File: config.mk
export PLATFORM = sky130hd
export DESIGN_NAME = rtc_snapshot_scanner
export DESIGN_NICKNAME = d
export VERILOG_FILES = /design/src/rtl/rtc_pkg.sv /design/src/rtl/rtc_snapshot_scanner_bcd_check.sv /design/src/rtl/rtc_snapshot_scanner.sv
export SDC_FILE = /design/constraint.sdc
export NUM_CORES = 1
export LEC_CHECK = 0
export BUFFER_PORTS_ARGS = -buffer_cell sky130_fd_sc_hd__buf_2
export CELL_PAD_IN_SITES_DETAIL_PLACEMENT = 0
export CELL_PAD_IN_SITES_GLOBAL_PLACEMENT = 1
export CORE_MARGIN = 8
export CORE_UTILIZATION = 30
export CTS_CLUSTER_SIZE = 25
export DETAILED_ROUTE_END_ITERATION = 6
export PLACE_DENSITY_LB_ADDON = 0.08
export SYNTH_ARGS = -nofsm -noshare
export SYNTH_HDL_FRONTEND = slang
export SYNTH_HIERARCHICAL = 1
export SYNTH_SLANG_ARGS = --single-unit
File: constraint.sdc
create_clock -name clk -period 16.3 [get_ports clk]
set_input_delay 3.26 -clock clk [delete_from_list [all_inputs] [get_ports clk]]
set_output_delay 3.26 -clock clk [all_outputs]
set_load 0.05 [all_outputs]
File: src/rtl/rtc_pkg.sv
// Shared types and constants for the RTC snapshot scanner.
package rtc_pkg;

    typedef enum logic [1:0] {
        ST_IDLE,
        ST_READ,
        ST_PEND,
        ST_COMMIT
    } state_e;

    localparam int REG_SEC      = 0;
    localparam int REG_MIN      = 1;
    localparam int REG_HOUR     = 2;
    localparam int REG_DAY      = 3;
    localparam int REG_MONTH    = 4;
    localparam int REG_YEAR     = 5;
    localparam int REG_TMR_SEC  = 6;
    localparam int REG_TMR_MIN  = 7;
    localparam int REG_TMR_HOUR = 8;

    localparam logic [3:0] BCD_MAX = 4'd9;

endpackage

File: src/rtl/rtc_snapshot_scanner_bcd_check.sv
// Flags a byte whose upper or lower nibble is not a decimal digit.
module bcd_check
    import rtc_pkg::*;
(
    input  logic [7:0] data,
    output logic       err
);

    assign err = (data[7:4] > BCD_MAX) | (data[3:0] > BCD_MAX);

endmodule

File: src/rtl/rtc_snapshot_scanner.sv
// Scans the RTC shadow registers into a work buffer and publishes it
// to the display side only on a frame boundary (or after a timeout).
module rtc_snapshot_scanner
    import rtc_pkg::*;
#(
    parameter int NUM_REGS = 9,
    parameter int RD_LAT   = 1,
    parameter int TIMEOUT  = 1000000
) (
    input  logic                  clk,
    input  logic                  reset,
    input  logic                  scan_tick,
    input  logic                  frame_sync,
    output logic [3:0]            reg_addr,
    input  logic [7:0]            reg_data,
    output logic [8*NUM_REGS-1:0] snapshot,
    output logic [NUM_REGS-1:0]   bcd_err,
    output logic                  busy,
    output logic                  updated,
    output logic                  forced
);

    localparam logic [3:0]  LAST_IDX = 4'(NUM_REGS - 1);
    localparam logic [1:0]  LAT_LAST = 2'(RD_LAT);
    localparam logic [19:0] TMO_LAST = 20'(TIMEOUT - 1);

    state_e                state_q, state_d;
    logic [3:0]            idx_q, idx_d;
    logic [3:0]            addr_q, addr_d;
    logic [1:0]            lat_q, lat_d;
    logic [19:0]           tmr_q, tmr_d;
    logic                  pend_q, pend_d;
    logic                  forced_q, forced_d;
    logic [8*NUM_REGS-1:0] work_q, work_d;
    logic [NUM_REGS-1:0]   work_err_q, work_err_d;
    logic [8*NUM_REGS-1:0] snap_q, snap_d;
    logic [NUM_REGS-1:0]   err_q, err_d;
    logic                  byte_err;

    bcd_check u_bcd_check (
        .data (reg_data),
        .err  (byte_err)
    );

    always_comb begin
        state_d    = state_q;
        idx_d      = idx_q;
        addr_d     = addr_q;
        lat_d      = lat_q;
        tmr_d      = tmr_q;
        pend_d     = pend_q;
        forced_d   = forced_q;
        work_d     = work_q;
        work_err_d = work_err_q;
        snap_d     = snap_q;
        err_d      = err_q;

        unique case (state_q)
            ST_IDLE: begin
                if (scan_tick) begin
                    idx_d   = 4'd0;
                    addr_d  = 4'd0;
                    lat_d   = 2'd0;
                    state_d = ST_READ;
                end
            end
            ST_READ: begin
                pend_d = pend_q | scan_tick;
                if (lat_q == LAT_LAST) begin
                    work_d[int'(idx_q)*8 +: 8] = reg_data;
                    work_err_d[idx_q]          = byte_err;
                    lat_d                      = 2'd0;
                    if (idx_q == LAST_IDX) begin
                        tmr_d   = 20'd0;
                        state_d = ST_PEND;
                    end else begin
                        idx_d  = idx_q + 4'd1;
                        addr_d = idx_q + 4'd1;
                    end
                end else begin
                    lat_d = lat_q + 2'd1;
                end
            end
            ST_PEND: begin
                pend_d = pend_q | scan_tick;
                // A frame boundary on the deadline cycle wins over the timeout
                if (frame_sync) begin
                    forced_d = 1'b0;
                    state_d  = ST_COMMIT;
                end else if (tmr_q == TMO_LAST) begin
                    forced_d = 1'b1;
                    state_d  = ST_COMMIT;
                end else begin
                    tmr_d = tmr_q + 20'd1;
                end
            end
            ST_COMMIT: begin
                snap_d   = work_q;
                err_d    = work_err_q;
                forced_d = 1'b0;
                if (pend_q | scan_tick) begin
                    pend_d  = 1'b0;
                    idx_d   = 4'd0;
                    addr_d  = 4'd0;
                    lat_d   = 2'd0;
                    state_d = ST_READ;
                end else begin
                    state_d = ST_IDLE;
                end
            end
            default: state_d = ST_IDLE;
        endcase
    end

    always_ff @(posedge clk or posedge reset) begin
        if (reset) begin
            state_q    <= ST_IDLE;
            idx_q      <= 4'd0;
            addr_q     <= 4'd0;
            lat_q      <= 2'd0;
            tmr_q      <= 20'd0;
            pend_q     <= 1'b0;
            forced_q   <= 1'b0;
            work_q     <= '0;
            work_err_q <= '0;
            snap_q     <= '0;
            err_q      <= '0;
        end else begin
            state_q    <= state_d;
            idx_q      <= idx_d;
            addr_q     <= addr_d;
            lat_q      <= lat_d;
            tmr_q      <= tmr_d;
            pend_q     <= pend_d;
            forced_q   <= forced_d;
            work_q     <= work_d;
            work_err_q <= work_err_d;
            snap_q     <= snap_d;
            err_q      <= err_d;
        end
    end

    assign reg_addr = addr_q;
    assign snapshot = snap_q;
    assign bcd_err  = err_q;
    assign busy     = (state_q != ST_IDLE);
    assign updated  = (state_q == ST_COMMIT);
    assign forced   = forced_q;

endmodule

-- Yosys cells after proc, flatten, opt, wreduce, memory -nomap -nowiden
Index checks and enable logic that the tools add are counted.
- add/subtract/negate cells: 4
- multipliers: 0
- divide/modulo/power cells: 0
- magnitude comparators: 4
- eq/ne operators: 14
- shifts and indexed selects: 2
- mux-type cells: 30
- bitwise logic cells: 2
- reductions and logical operators: 15
- operators with widths (kind ; number):
    20-bit two-way mux ; 4
    72-bit bitwise mux ; 1
    8-bit by 33-bit variable shift with 72-bit output, first input constant ; 1
    8-bit by 33-bit variable part select with 72-bit output ; 1
    20-bit one-hot mux with 2 select lines ; 1
    7-bit negation with 33-bit output ; 1
    20-bit by 1-bit adder with 20-bit output, second input constant ; 1
    20-bit == test, second input constant ; 1
    2-bit two-way mux ; 8
    4-bit two-way mux ; 4
    2-bit inequality test, second input constant ; 6
    4-bit one-hot mux with 3 select lines ; 1
    5-bit AND reduction ; 2
    9-bit bitwise mux ; 1
    4-bit greater-than comparator, second input constant ; 2
    2-bit one-hot mux with 4 select lines ; 1
    2-bit nonzero test ; 4
    2-bit one-hot mux with 3 select lines ; 1
    2-bit AND reduction ; 3
    4-bit by 5-bit < comparator with 1-bit output, second input constant ; 1
    1-bit two-way mux ; 5
    4-bit by 1-bit adder with 4-bit output, second input constant ; 1
    1-bit demux with 4-bit select ; 1
    2-bit by 1-bit == test with 1-bit output, second input constant ; 2
    other kinds (14) ; 17
- bits in registers: 192
- bits in latches: 0
- RAM bits: 0
- bits in read-only memories: 0
- bits of input ports: 12
- word-level logic and storage cells: 81
- memories kept: 0

-- Depth between registers and ports, before layout
Gate-level depths: netlist of the first run.
- word-level depth: 5
- depth in mapped cells: 11
- mapped depth without buffers: 7

-- Modules after synthesis
The synthesis of the first run kept the hierarchy.
- by module, submodules not included (module ; times used ; cells an instance ; area each (sq um)):
    rtc_snapshot_scanner ; 1 ; 665 ; 8076.5
    bcd_check ; 1 ; 3 ; 13.8

-- Worst setup path before layout of the first run
No wires, ideal clock.
- path type: reg2out
- start point: reg state_q[0]
- end point: out busy
- arrival time: 1.001 ns
- data required time: 13.040 ns
- setup slack: 12.039 ns
- cell stages (with the launch flop): 4
- cells stage by stage: dfrtp_1 inv_1 ha_1 inv_1
- word-level cells in the longest chain between the ends: 1
- ends and longest elaborated chain (element ; line ; source):
    start, declared ; rtc_snapshot_scanner.sv:27 ; state_e state_q, state_d;
    start signal, assigned ; rtc_snapshot_scanner.sv:129 ; state_q <= state_d;
    2-bit nonzero test ; rtc_snapshot_scanner.sv:146 ; assign busy = (state_q != ST_IDLE);
    end, declared ; rtc_snapshot_scanner.sv:18 ; output logic busy,
No other way between the ends.

-- Worst setup path after layout of the first run
- start point: reg state_q[0]
- end point: out updated
- word-level cells in the longest chain between the ends: 1
- ends and longest elaborated chain (element ; line ; source):
    2-bit == test ; rtc_snapshot_scanner.sv:147 ; assign updated = (state_q == ST_COMMIT);
    end, declared ; rtc_snapshot_scanner.sv:19 ; output logic updated,
No other way between the ends.

==> metrics.md, run 1 <==
| Metric | Value |
|---|---|
| Outcome | `complete, no violations` |
| Synthesized netlist net count | `692` |
| Switching power summed over all nets | `0.6360 mW` |
| Finished Core Util | `35.76%` |
| Clock tree root driver cell | `sky130_fd_sc_hd__clkbuf_16` |
| Total number of clock tree sinks | `approximately 190` |
| Number of nets in the finished design | `~780` |
| Die footprint | `32,480 µm²` |
| Remaining global-route overflow | `0` |
| Final instance count without filler cells | `approximately 1,100` |
| Iter 0 DRT Violations | `between 200 and 250` |
| Via-to-Cell Ratio | `4.826` |
| H-tree level count | `4` |
| # hold bufs at CTS | `0` |
| Number of buffers added by the clock tree synthesis step | `17` |
| Crit start category | `flip-flop` |
| # resized after CTS | `0` |
| Count of buffers inserted at the top-level ports | `99` |
| Data arrival time of the worst path | `about 1.8 ns` |
| Slew at the pin closest to its max-slew limit | `~1.2 ns` |
| Die width | `between 150 and 200 µm` |
| Setup TNS | `0 ns` |
| Critical path data required time | `roughly 13 ns` |
| Detailed-route wire length | `approximately 21,000 µm` |
| DP HPWL | `roughly 14,000 µm` |
| Category of the most critical setup path | `reg2out` |
| Initial core utilization | `between 30% and 40%` |
| Floorplan row count | `60` |
| Remaining routing DRC violations | `0` |
| Share of total power consumed by net switching | `about 40%` |
| Maximum frequency from static timing analysis | `about 200 MHz` |
| Via count of the first global-routing pass | `5,830` |
| Relative slew slack | `approximately a fifth` |
| RSZ-0062 raised after global routing | `false` |
| Post-synthesis instance area | `around 8000 µm²` |
| Pin count of the biggest net entering global routing | `between 100 and 150` |
| Sequential share of power | `38.1%` |
| Final estimated routing congestion in global placement | `approximately 0.73` |
| Standby leakage power | `about 4.2 nW` |
| Worst min-delay path class | `reg2reg` |
| Count of flip-flops with a built-in enable after synthesis | `0` |
| Post-route clock skew | `0.01623 ns` |
| Sequential area share after synthesis | `59.39%` |
| Number of iterations in the first detailed-routing pass | `4` |
| Max-Cap Viols | `0` |
| Final critical-path share of the clock period | `between 30% and 40%` |
| Die H | `between 150 and 200 µm` |
| Ratio of cells with drive above 1 in the final layout | `34.15%` |
| Top-Level Pins | `100` |
| Slew Viols, Final | `0` |
| Routed wire per std cell | `roughly 18 µm` |
| Most used flip-flop cell after synthesis | `sky130_fd_sc_hd__dfrtp_1` |
| P&R area growth vs syn | `18.14%` |
| Cell Count Post-Placement | `1,082` |
| Power per unit of standard cell area | `approximately 170 nW/µm²` |
| Final-report hold violation count | `0` |
| Worst-case vdd ir drop | `0.1177 mV` |
| Core area | `roughly 27,000 µm²` |
| Crit. End Element | `output port` |
| Gate count after technology mapping | `between 600 and 700` |
| # setup viols final | `0` |
| Clk Latency, worst-skew pair | `about 0.42 ns` |
| Worst-path fanout max | `45` |
| Synth async-reset ratio | `100.0%` |
| Mean Syn Cell Area | `approximately 12 µm²` |
| Wire length of the first global-routing pass | `between 30,000 and 40,000 µm` |
| Residual antenna-violating net count after detailed routing | `0` |
| Via total after detailed routing | `roughly 5,400` |
| Worst-path clk slew | `about 0.080 ns` |
| Post-CTS Setup Repair Bufs | `0` |
| Number of warnings reported in the yosys synthesis log | `6` |
| Initial antenna violation count | `0` |
| Minimum clock period after layout | `between 5 and 6 ns` |
| Share of power burned in the clock network | `26.9%` |
| Synthesized flop and latch total | `between 150 and 200` |
| Combined global-route utilization of all metal layers | `~13%` |
| CTS tree | `built` |
| Post-synth cell types | `just over 50` |
| Antenna diode count | `0` |
| Internal power of the cells | `between 0.9 and 1 mW` |
| Proportion of power drawn by combinational gates | `a little over a third` |
| Maximum root-to-sink buffer count | `2` |
-- synthesized netlist by cell type (3+ instances only) --
cell type                  instances  area, µm²
sky130_fd_sc_hd__inv_1            13      48.80
sky130_fd_sc_hd__nand3_1          20      100.1
sky130_fd_sc_hd__clkbuf_1         26      97.59
sky130_fd_sc_hd__and3_1           14      87.58
sky130_fd_sc_hd__a21oi_1          17      85.08
sky130_fd_sc_hd__or4_1             3      22.52
sky130_fd_sc_hd__o31ai_1           4      30.03
sky130_fd_sc_hd__mux2_2          122       1374
sky130_fd_sc_hd__and2_1            9      56.30
sky130_fd_sc_hd__or3_1            12      75.07
sky130_fd_sc_hd__nand2b_1          4      25.02
sky130_fd_sc_hd__o21ai_0          65      325.3
sky130_fd_sc_hd__nand3b_1          4      30.03
sky130_fd_sc_hd__nor3_1            6      30.03
sky130_fd_sc_hd__nand2_1          80      300.3
sky130_fd_sc_hd__ha_1             12      150.1
sky130_fd_sc_hd__nand4_1          13      81.33
sky130_fd_sc_hd__nor2_1           10      37.54
sky130_fd_sc_hd__o22ai_1           3      18.77
sky130_fd_sc_hd__dfrtp_1         192       4805
-- routing by layer --
layer / GRT usage, % / vias up / share of wire [%]
met3: 3.044 / 12 / 3.1
met4: 3.274 / 0 / 1.2
li1: - / 2556 / -
met5: 0 / - / 0
met2: 21.70 / 86 / 49
met1: 16.48 / 2722 / 47
-- state kept, by name, summed over array words and instances (netlist names) --
signal,flops
work_q,72
tmr_q,20
forced,1
pend_q,1
bcd_err,9
work_err_q,9
reg_addr,4
snapshot,72
lat_q,2
state_q,2
-- area by class of cell --
type	count	area, µm²
well taps	341	426.7
fillers	2620	17170
clock buffers	19	442.9
multi-input cells	433	3136
clock inverters	13	170.2
inverters	14	60.06
flip-flops and latches	192	4805
repair buffers	102	518.0
-- metrics by stage --
stage / worst slack, ns / hold slack, ns / cell area (µm²) / power (mW)
2_1_floorplan: 7.813 / 0.4444 / 8090 / 1.044
3_3_place_gp: 11.43 / 0.4564 / 8945 / 1.177
3_5_place_dp: 11.35 / 0.4676 / 8945 / 1.190
4_1_cts: 11.16 / 0.4859 / 9558 / 1.631
5_1_grt: 11.08 / 0.5044 / 9558 / 1.696
6_report: 11.22 / 0.4794 / 9558 / 1.602
-- path summary, 6_finish.rpt --
| kind | from | slack, ns | cells past startpoint | to |
|---|---|---|---|---|
| worst max-delay path | state_q[0] | 11.22 | 2 | updated |
| worst min-delay path | work_q[9] | 0.48 | 2 | work_q[9] |
| worst max register to register | reg_addr[0] | 12.92 | 7 | work_q[49] |
| worst min register to register | work_q[9] | 0.48 | 2 | work_q[9] |
| max in group asynchronous | reset | 11.94 | 3 | snapshot[16] |
| min in group asynchronous | reset | 3.05 | 2 | work_q[8] |
-- critical path: stages, from the launching register on --
cell and delay (ns):
sky130_fd_sc_hd__dfrtp_1 0.46, sky130_fd_sc_hd__ha_4 0.56, sky130_fd_sc_hd__buf_2 0.38
-- layout by cell type (no fill, tap or decap), drive strengths merged, types with 16 or more instances in the layout --
cell type  count
dfrtp        192
mux2         123
buf          102
nand2         80
o21ai         67
nand3         20
clkbuf        19
inv           18
a21oi         17
and3          16
-- power by group through the flow --
stage	clock network [mW]	logic, mW	registers [mW]
2_1_floorplan	0	0.255	0.789
3_3_place_gp	0	0.559	0.618
3_5_place_dp	0	0.568	0.622
4_1_cts	0.448	0.571	0.613
5_1_grt	0.470	0.601	0.625
6_report	0.432	0.559	0.611
-- cells by family after synthesis --
family | Yosys count | synth area share (%)
xor gates and xnor gates | 2 | 0.2166
adders and majority gates | 12 | 1.856
AOI/OAI and AO/OA | 107 | 7.455
muxes | 124 | 17.29
DFF | 192 | 59.39
and+or+nand+nor | 188 | 11.78
buffers and inverters | 43 | 2.010
Note: power is estimated with default switching activity, not from simulation.
==> run 2: changes to the inputs <==
clock period = 4.5 ns   (was 16.3 ns; I/O delays follow)
==> run 2 against run 1 <==
Net effect: count of clock-buffer cells in the layout up 1; via count down 0.61%; highest routed layer unchanged; largest cell class unchanged; first-iteration DRC count up 27%; hold slack worse by 0.085 ns; non-clock buffer count up 1.
==> metrics.md, run 2 (synthesized netlist as in run 1, its figures left out) <==
| Metric | Value |
|---|---|
| Outcome | `complete, no violations` |
| Sequential share of power | `38.3%` |
| Residual antenna-violating net count after detailed routing | `0` |
| Post-CTS Setup Repair Bufs | `0` |
| Relative slew slack | `around 22%` |
| Final critical-path share of the clock period | `69.25%` |
| Source of the worst register-to-register timing path | `reg_addr[0]` |
| Ratio of cells with drive above 1 in the final layout | `approximately a third` |
| Minimum clock period after layout | `between 3 and 4 ns` |
| Proportion of power drawn by combinational gates | `between 30% and 40%` |
| Slowest library cell on the worst path | `sky130_fd_sc_hd__dfrtp_1` |
| Power per unit of standard cell area | `about 600 nW/µm²` |
| Post-route clock skew | `about 0.027 ns` |
| Internal power of the cells | `approximately 3.5 mW` |
| Floorplan row count | `60` |
| Standby leakage power | `roughly 4.2 nW` |
| Slowest Stage Delay on Critical Path | `~0.74 ns` |
| Crit. End Element | `flip-flop` |
| Final instance count without filler cells | `around 1,100` |
| Commonest cells after routing, fill and taps aside | `192 x sky130_fd_sc_hd__dfrtp_1, 122 x sky130_fd_sc_hd__mux2_2, 99 x sky130_fd_sc_hd__buf_2` |
| Category of the most critical setup path | `reg2reg` |
| Most common cell after layout, fill and taps aside | `sky130_fd_sc_hd__dfrtp_1` |
| # hold bufs at CTS | `0` |
| P&R area growth vs syn | `18.16%` |
| Iter 0 DRT Violations | `a little under 300` |
| Final-report hold violation count | `0` |
| Core area | `~27,000 µm²` |
| # resized after CTS | `0` |
| Via total after detailed routing | `roughly 5,300` |
| Remaining routing DRC violations | `0` |
| Number of buffers added by the clock tree synthesis step | `17` |
| Remaining global-route overflow | `0` |
| Slew Viols, Final | `0` |
| Share of power burned in the clock network | `between 20% and 30%` |
| # setup viols final | `0` |
| DP HPWL | `around 14,000 µm` |
| Final estimated routing congestion in global placement | `a little under 0.8` |
| RSZ-0062 raised after global routing | `false` |
| Register-to-Register Setup Slack | `~1.4 ns` |
| Via count of the first global-routing pass | `5,795` |
| Pin count of the biggest net entering global routing | `between 100 and 150` |
| Initial core utilization | `a little under a third` |
| Maximum root-to-sink buffer count | `2` |
| Combined global-route utilization of all metal layers | `approximately 13%` |
| Worst-path clk slew | `roughly 0.07 ns` |
| Wire length of the first global-routing pass | `approximately 34,000 µm` |
| Min Hold Slack | `around 0.4 ns` |
| Die H | `approximately 180 µm` |
| Antenna diode count | `0` |
| Cell breakdown of the critical path | `inv_1, ha_1, nand2b_1, a311oi_1, nand4_1, nor2b_1, mux2_2` |
| Detailed-route wire length | `slightly above 20,000 µm` |
| Number of nets in the finished design | `785` |
| Maximum frequency from static timing analysis | `320.9 MHz` |
| Crit start category | `flip-flop` |
| Top-Level Pins | `100` |
| Critical path data required time | `around 4.8 ns` |
| Slew at the pin closest to its max-slew limit | `about 1.2 ns` |
| Number of iterations in the first detailed-routing pass | `4` |
| CTS tree | `built` |
| Cell Count Post-Placement | `between 1,000 and 1,500` |
| R2R Path End | `work_q[48]` |
| Clock tree root driver cell | `sky130_fd_sc_hd__clkbuf_16` |
| Switching power summed over all nets | `between 2 and 2.5 mW` |
| Routed wire per std cell | `18.23 µm` |
| Count of buffers inserted at the top-level ports | `99` |
| Max-Cap Viols | `0` |
| Setup TNS | `0 ns` |
| FF-to-FF path depth | `7` |
| Data arrival time of the worst path | `~3.4 ns` |
| Total number of clock tree sinks | `between 150 and 200` |
| Worst-path fanout max | `19` |
| Share of total power consumed by net switching | `between 40% and 50%` |
| Worst-case vdd ir drop | `around 0.47 mV` |
| H-tree level count | `4` |
| Clk Latency, worst-skew pair | `around 0.43 ns` |
| Worst min-delay path class | `in2async` |
| Die width | `between 150 and 200 µm` |
| Worst slack, placed | `about 1.4 ns` |
| Smallest setup slack after layout | `around 1.4 ns` |
| Initial antenna violation count | `0` |
| Via-to-Cell Ratio | `4.792` |
| Die footprint | `between 30,000 and 40,000 µm²` |
[run 2: area by class of cell]
type,instances,area [µm²]
clock buffers,20,456.7
clock inverters,12,141.4
fillers,2637,17170
inverters,14,56.30
multi-input cells,433,3136
flip-flops and latches,192,4805
well taps,341,426.7
repair buffers,103,538.0
[run 2: how the worst max path moves through the flow]
stage / from / cells past startpoint / slack [ns] / end
after floorplan: reset / 1 / 1.12 / bcd_err[0]
after global placement: reg_addr[0] / 7 / 1.55 / work_q[51]
after detailed placement: reg_addr[0] / 7 / 1.37 / work_q[48]
after CTS: reg_addr[0] / 7 / 1.38 / work_q[48]
after global routing: reg_addr[0] / 7 / 1.08 / work_q[48]
final: reg_addr[0] / 7 / 1.38 / work_q[48]
[run 2: per-stage QoR]
stage | power, mW | utilization [%] | instance area [µm²]
finish | 5.775 | 35.77 | 9559
global route | 6.110 | 35.77 | 9559
CTS | 5.873 | 35.77 | 9559
detailed placement | 4.308 | 33.53 | 8961
global placement | 4.272 | 33.53 | 8961
floorplan | 3.781 | - | 8094
[run 2: worst max-delay path: cells and delay by family, from the launching register on]
| kind | cells | cell delay, ns |
|---|---|---|
| compound gates | 1 | 0.32 |
| fa+ha+maj | 1 | 0.37 |
| buf+inv | 1 | 0.19 |
| flops | 1 | 0.74 |
| mux | 1 | 0.41 |
| simple gates | 3 | 0.98 |
[run 2: power by group through the flow]
stage	clock network (mW)	registers [mW]	logic, mW
final	1.54	2.21	2.02
after global routing	1.67	2.26	2.18
after CTS	1.59	2.22	2.06
after detailed placement	0	2.25	2.06
after global placement	0	2.24	2.03
after floorplan	0	2.86	0.925
[run 2: metal layers]
metal / part of all wire [%] / up-vias / global-route usage (%)
met2: 49 / 85 / 21.21
met1: 47 / 2686 / 16.82
met5: 0 / - / 0
met4: 1.1 / 0 / 4.134
li1: - / 2562 / -
met3: 2.9 / 10 / 2.520
==> run 3: changes to the inputs <==
clock period = 3.2 ns   (was 4.5 ns; I/O delays follow)
==> run 3 against run 2 <==
Net effect: combinational power grew 45%; die area is the same; sequential cell count is the same; worst setup slack lost 0.81 ns; cell area grew 1.4%; sequential share of layout area shrank 0.67 points; non-clock buffer count grew 14; power grew 41%; via count grew 3.1%; largest power group unchanged.
==> metrics.md, run 3 (synthesized netlist as in run 1, its figures left out) <==
| Metric | Value |
|---|---|
| Worst-path clk slew | `0.07 ns` |
| Minimum clock period after layout | `around 2.6 ns` |
| Remaining routing DRC violations | `0` |
| Via count of the first global-routing pass | `5,864` |
| Critical path data required time | `roughly 3.5 ns` |
| Slew at the pin closest to its max-slew limit | `roughly 0.76 ns` |
| Commonest cells after routing, fill and taps aside | `192 x sky130_fd_sc_hd__dfrtp_1, 122 x sky130_fd_sc_hd__mux2_2, 99 x sky130_fd_sc_hd__buf_2` |
| Data arrival time of the worst path | `2.97 ns` |
| Cell breakdown of the critical path | `inv_1, ha_1, nand3b_1, o22ai_1, nand3_1, or4_1, a21oi_1` |
| Number of buffers added by the clock tree synthesis step | `17` |
| Smallest setup slack after layout | `approximately 0.57 ns` |
| Residual antenna-violating net count after detailed routing | `0` |
| Most common cell after layout, fill and taps aside | `sky130_fd_sc_hd__dfrtp_1` |
| Initial antenna violation count | `0` |
| Combined global-route utilization of all metal layers | `a little over an eighth` |
| Crit. End Element | `flip-flop` |
| Setup TNS | `0 ns` |
| Multi-input logic area | `3136 µm²` |
| Max-Cap Viols | `0` |
| Detailed-route wire length | `between 20,000 and 25,000 µm` |
| Number of iterations in the first detailed-routing pass | `4` |
| Worst-case vdd ir drop | `just under 0.5 mV` |
| Crit start category | `flip-flop` |
| H-tree level count | `4` |
| Final estimated routing congestion in global placement | `around 0.77` |
| Floorplan row count | `60` |
| Slew Viols, Final | `0` |
| Category of the most critical setup path | `reg2reg` |
| FF-to-FF path depth | `7` |
| CTS tree | `built` |
| Maximum frequency from static timing analysis | `approximately 380 MHz` |
| DP HPWL | `roughly 14,000 µm` |
| R2R Path End | `tmr_q[17]` |
| Worst min-delay path class | `in2async` |
| # setup viols final | `0` |
| Outcome | `complete, no violations` |
| Antenna diode count | `0` |
| Final critical-path share of the clock period | `82.20%` |
| Slowest library cell on the worst path | `sky130_fd_sc_hd__or4_1` |
| Top-Level Pins | `100` |
| Routed wire per std cell | `around 18 µm` |
| Die footprint | `between 30,000 and 40,000 µm²` |
| Final-report hold violation count | `0` |
| Critical path startpoint | `reg_addr[1]` |
| Relative slew slack | `about half` |
| Worst-path fanout max | `9` |
| Area taken by flip-flops and latches | `4805 µm²` |
| Pin count of the biggest net entering global routing | `76` |
| Clk Latency, worst-skew pair | `0.43 ns` |
| Via-to-Cell Ratio | `between 4 and 5` |
| # hold bufs at CTS | `0` |
| Maximum root-to-sink buffer count | `2` |
| CP top delay family | `simple AND/OR/NAND/NOR gates` |
| Finished Core Util | `36.25%` |
| Ratio of cells with drive above 1 in the final layout | `between 30% and 40%` |
| Via total after detailed routing | `roughly 5,500` |
| Initial core utilization | `30.27%` |
| Clock tree root driver cell | `sky130_fd_sc_hd__clkbuf_16` |
| Post-CTS Setup Repair Bufs | `0` |
| Slowest Stage Delay on Critical Path | `~0.53 ns` |
| Post-route clock skew | `around 0.016 ns` |
| Die H | `between 150 and 200 µm` |
| Remaining global-route overflow | `0` |
| Count of buffers inserted at the top-level ports | `99` |
| Die width | `between 150 and 200 µm` |
| Iter 0 DRT Violations | `about 270` |
| Standby leakage power | `between 4 and 5 nW` |
| Total number of clock tree sinks | `192` |
| Source of the worst register-to-register timing path | `reg_addr[1]` |
| P&R area growth vs syn | `19.76%` |
| Wire length of the first global-routing pass | `33,600 µm` |
| Power per unit of standard cell area | `approximately 840 nW/µm²` |
| # resized after CTS | `0` |
| Buffers and inverters on the worst path | `1` |
| Number of nets in the finished design | `799` |
| Worst slack, placed | `about 0.58 ns` |
| Core area | `about 27,000 µm²` |
| Register-to-Register Setup Slack | `about 0.57 ns` |
| Filler cells | `roughly 2,700` |
| RSZ-0062 raised after global routing | `false` |
## run 3: cell count changes in the layout (fill, tap and decap cells not counted), sizes merged
cell	before	now
buf	103	117
bufinv	1	0
clkbuf	20	18
clkinv	4	8
inv	19	18
## run 3: layer usage
layer / global-route usage [%] / part of all wire [%] / vias up
li1: - / - / 2586
met1: 17.09 / 47 / 2781
met2: 21.00 / 47 / 112
met3: 2.843 / 3.3 / 28
met4: 4.299 / 1.9 / 0
met5: 0 / 0 / -
## run 3: power breakdown
part	switching [mW]	total, mW	internal (mW)	leakage, nW
Sequential	0.258	3.09	2.83	2.24
Clock	1.07	2.13	1.06	0.285
Combinational	2.01	2.93	0.926	1.73
Total	3.34	8.15	4.81	4.26
## run 3: worst max path at each step
stage,end,cells after the start
2_1_floorplan,bcd_err[0],1
3_3_place_gp,state_q[1],5
3_5_place_dp,state_q[1],7
4_1_cts,state_q[1],7
5_1_grt,state_q[1],7
6_report,tmr_q[17],7
## run 3: per-stage QoR
step	instance area (µm²)	instances	hold WS, ns	power (mW)
floorplan	8094	668	0.4444	5.317
global placement	9091	1097	0.4604	6.068
detailed placement	9091	1097	0.4709	6.127
CTS	9689	1129	0.3483	8.291
global route	9689	1129	0.3673	8.636
finish	9689	1129	0.3413	8.153
## run 3: final cells by class
class	count	area share, %
clock buffers	18	4.429
repair buffers	117	6.896
clock inverters	14	1.743
flip-flops and latches	192	49.59
multi-input cells	433	32.36
inverters	14	0.5811
well taps	341	4.403
## run 3: worst register-to-register path, stage by stage (launching register included)
cell and delay, ns:
sky130_fd_sc_hd__dfrtp_1 0.47, sky130_fd_sc_hd__inv_1 0.17, sky130_fd_sc_hd__ha_1 0.36, sky130_fd_sc_hd__nand3b_1 0.27, sky130_fd_sc_hd__o22ai_1 0.31, sky130_fd_sc_hd__nand3_1 0.27, sky130_fd_sc_hd__or4_1 0.53, sky130_fd_sc_hd__a21oi_1 0.17
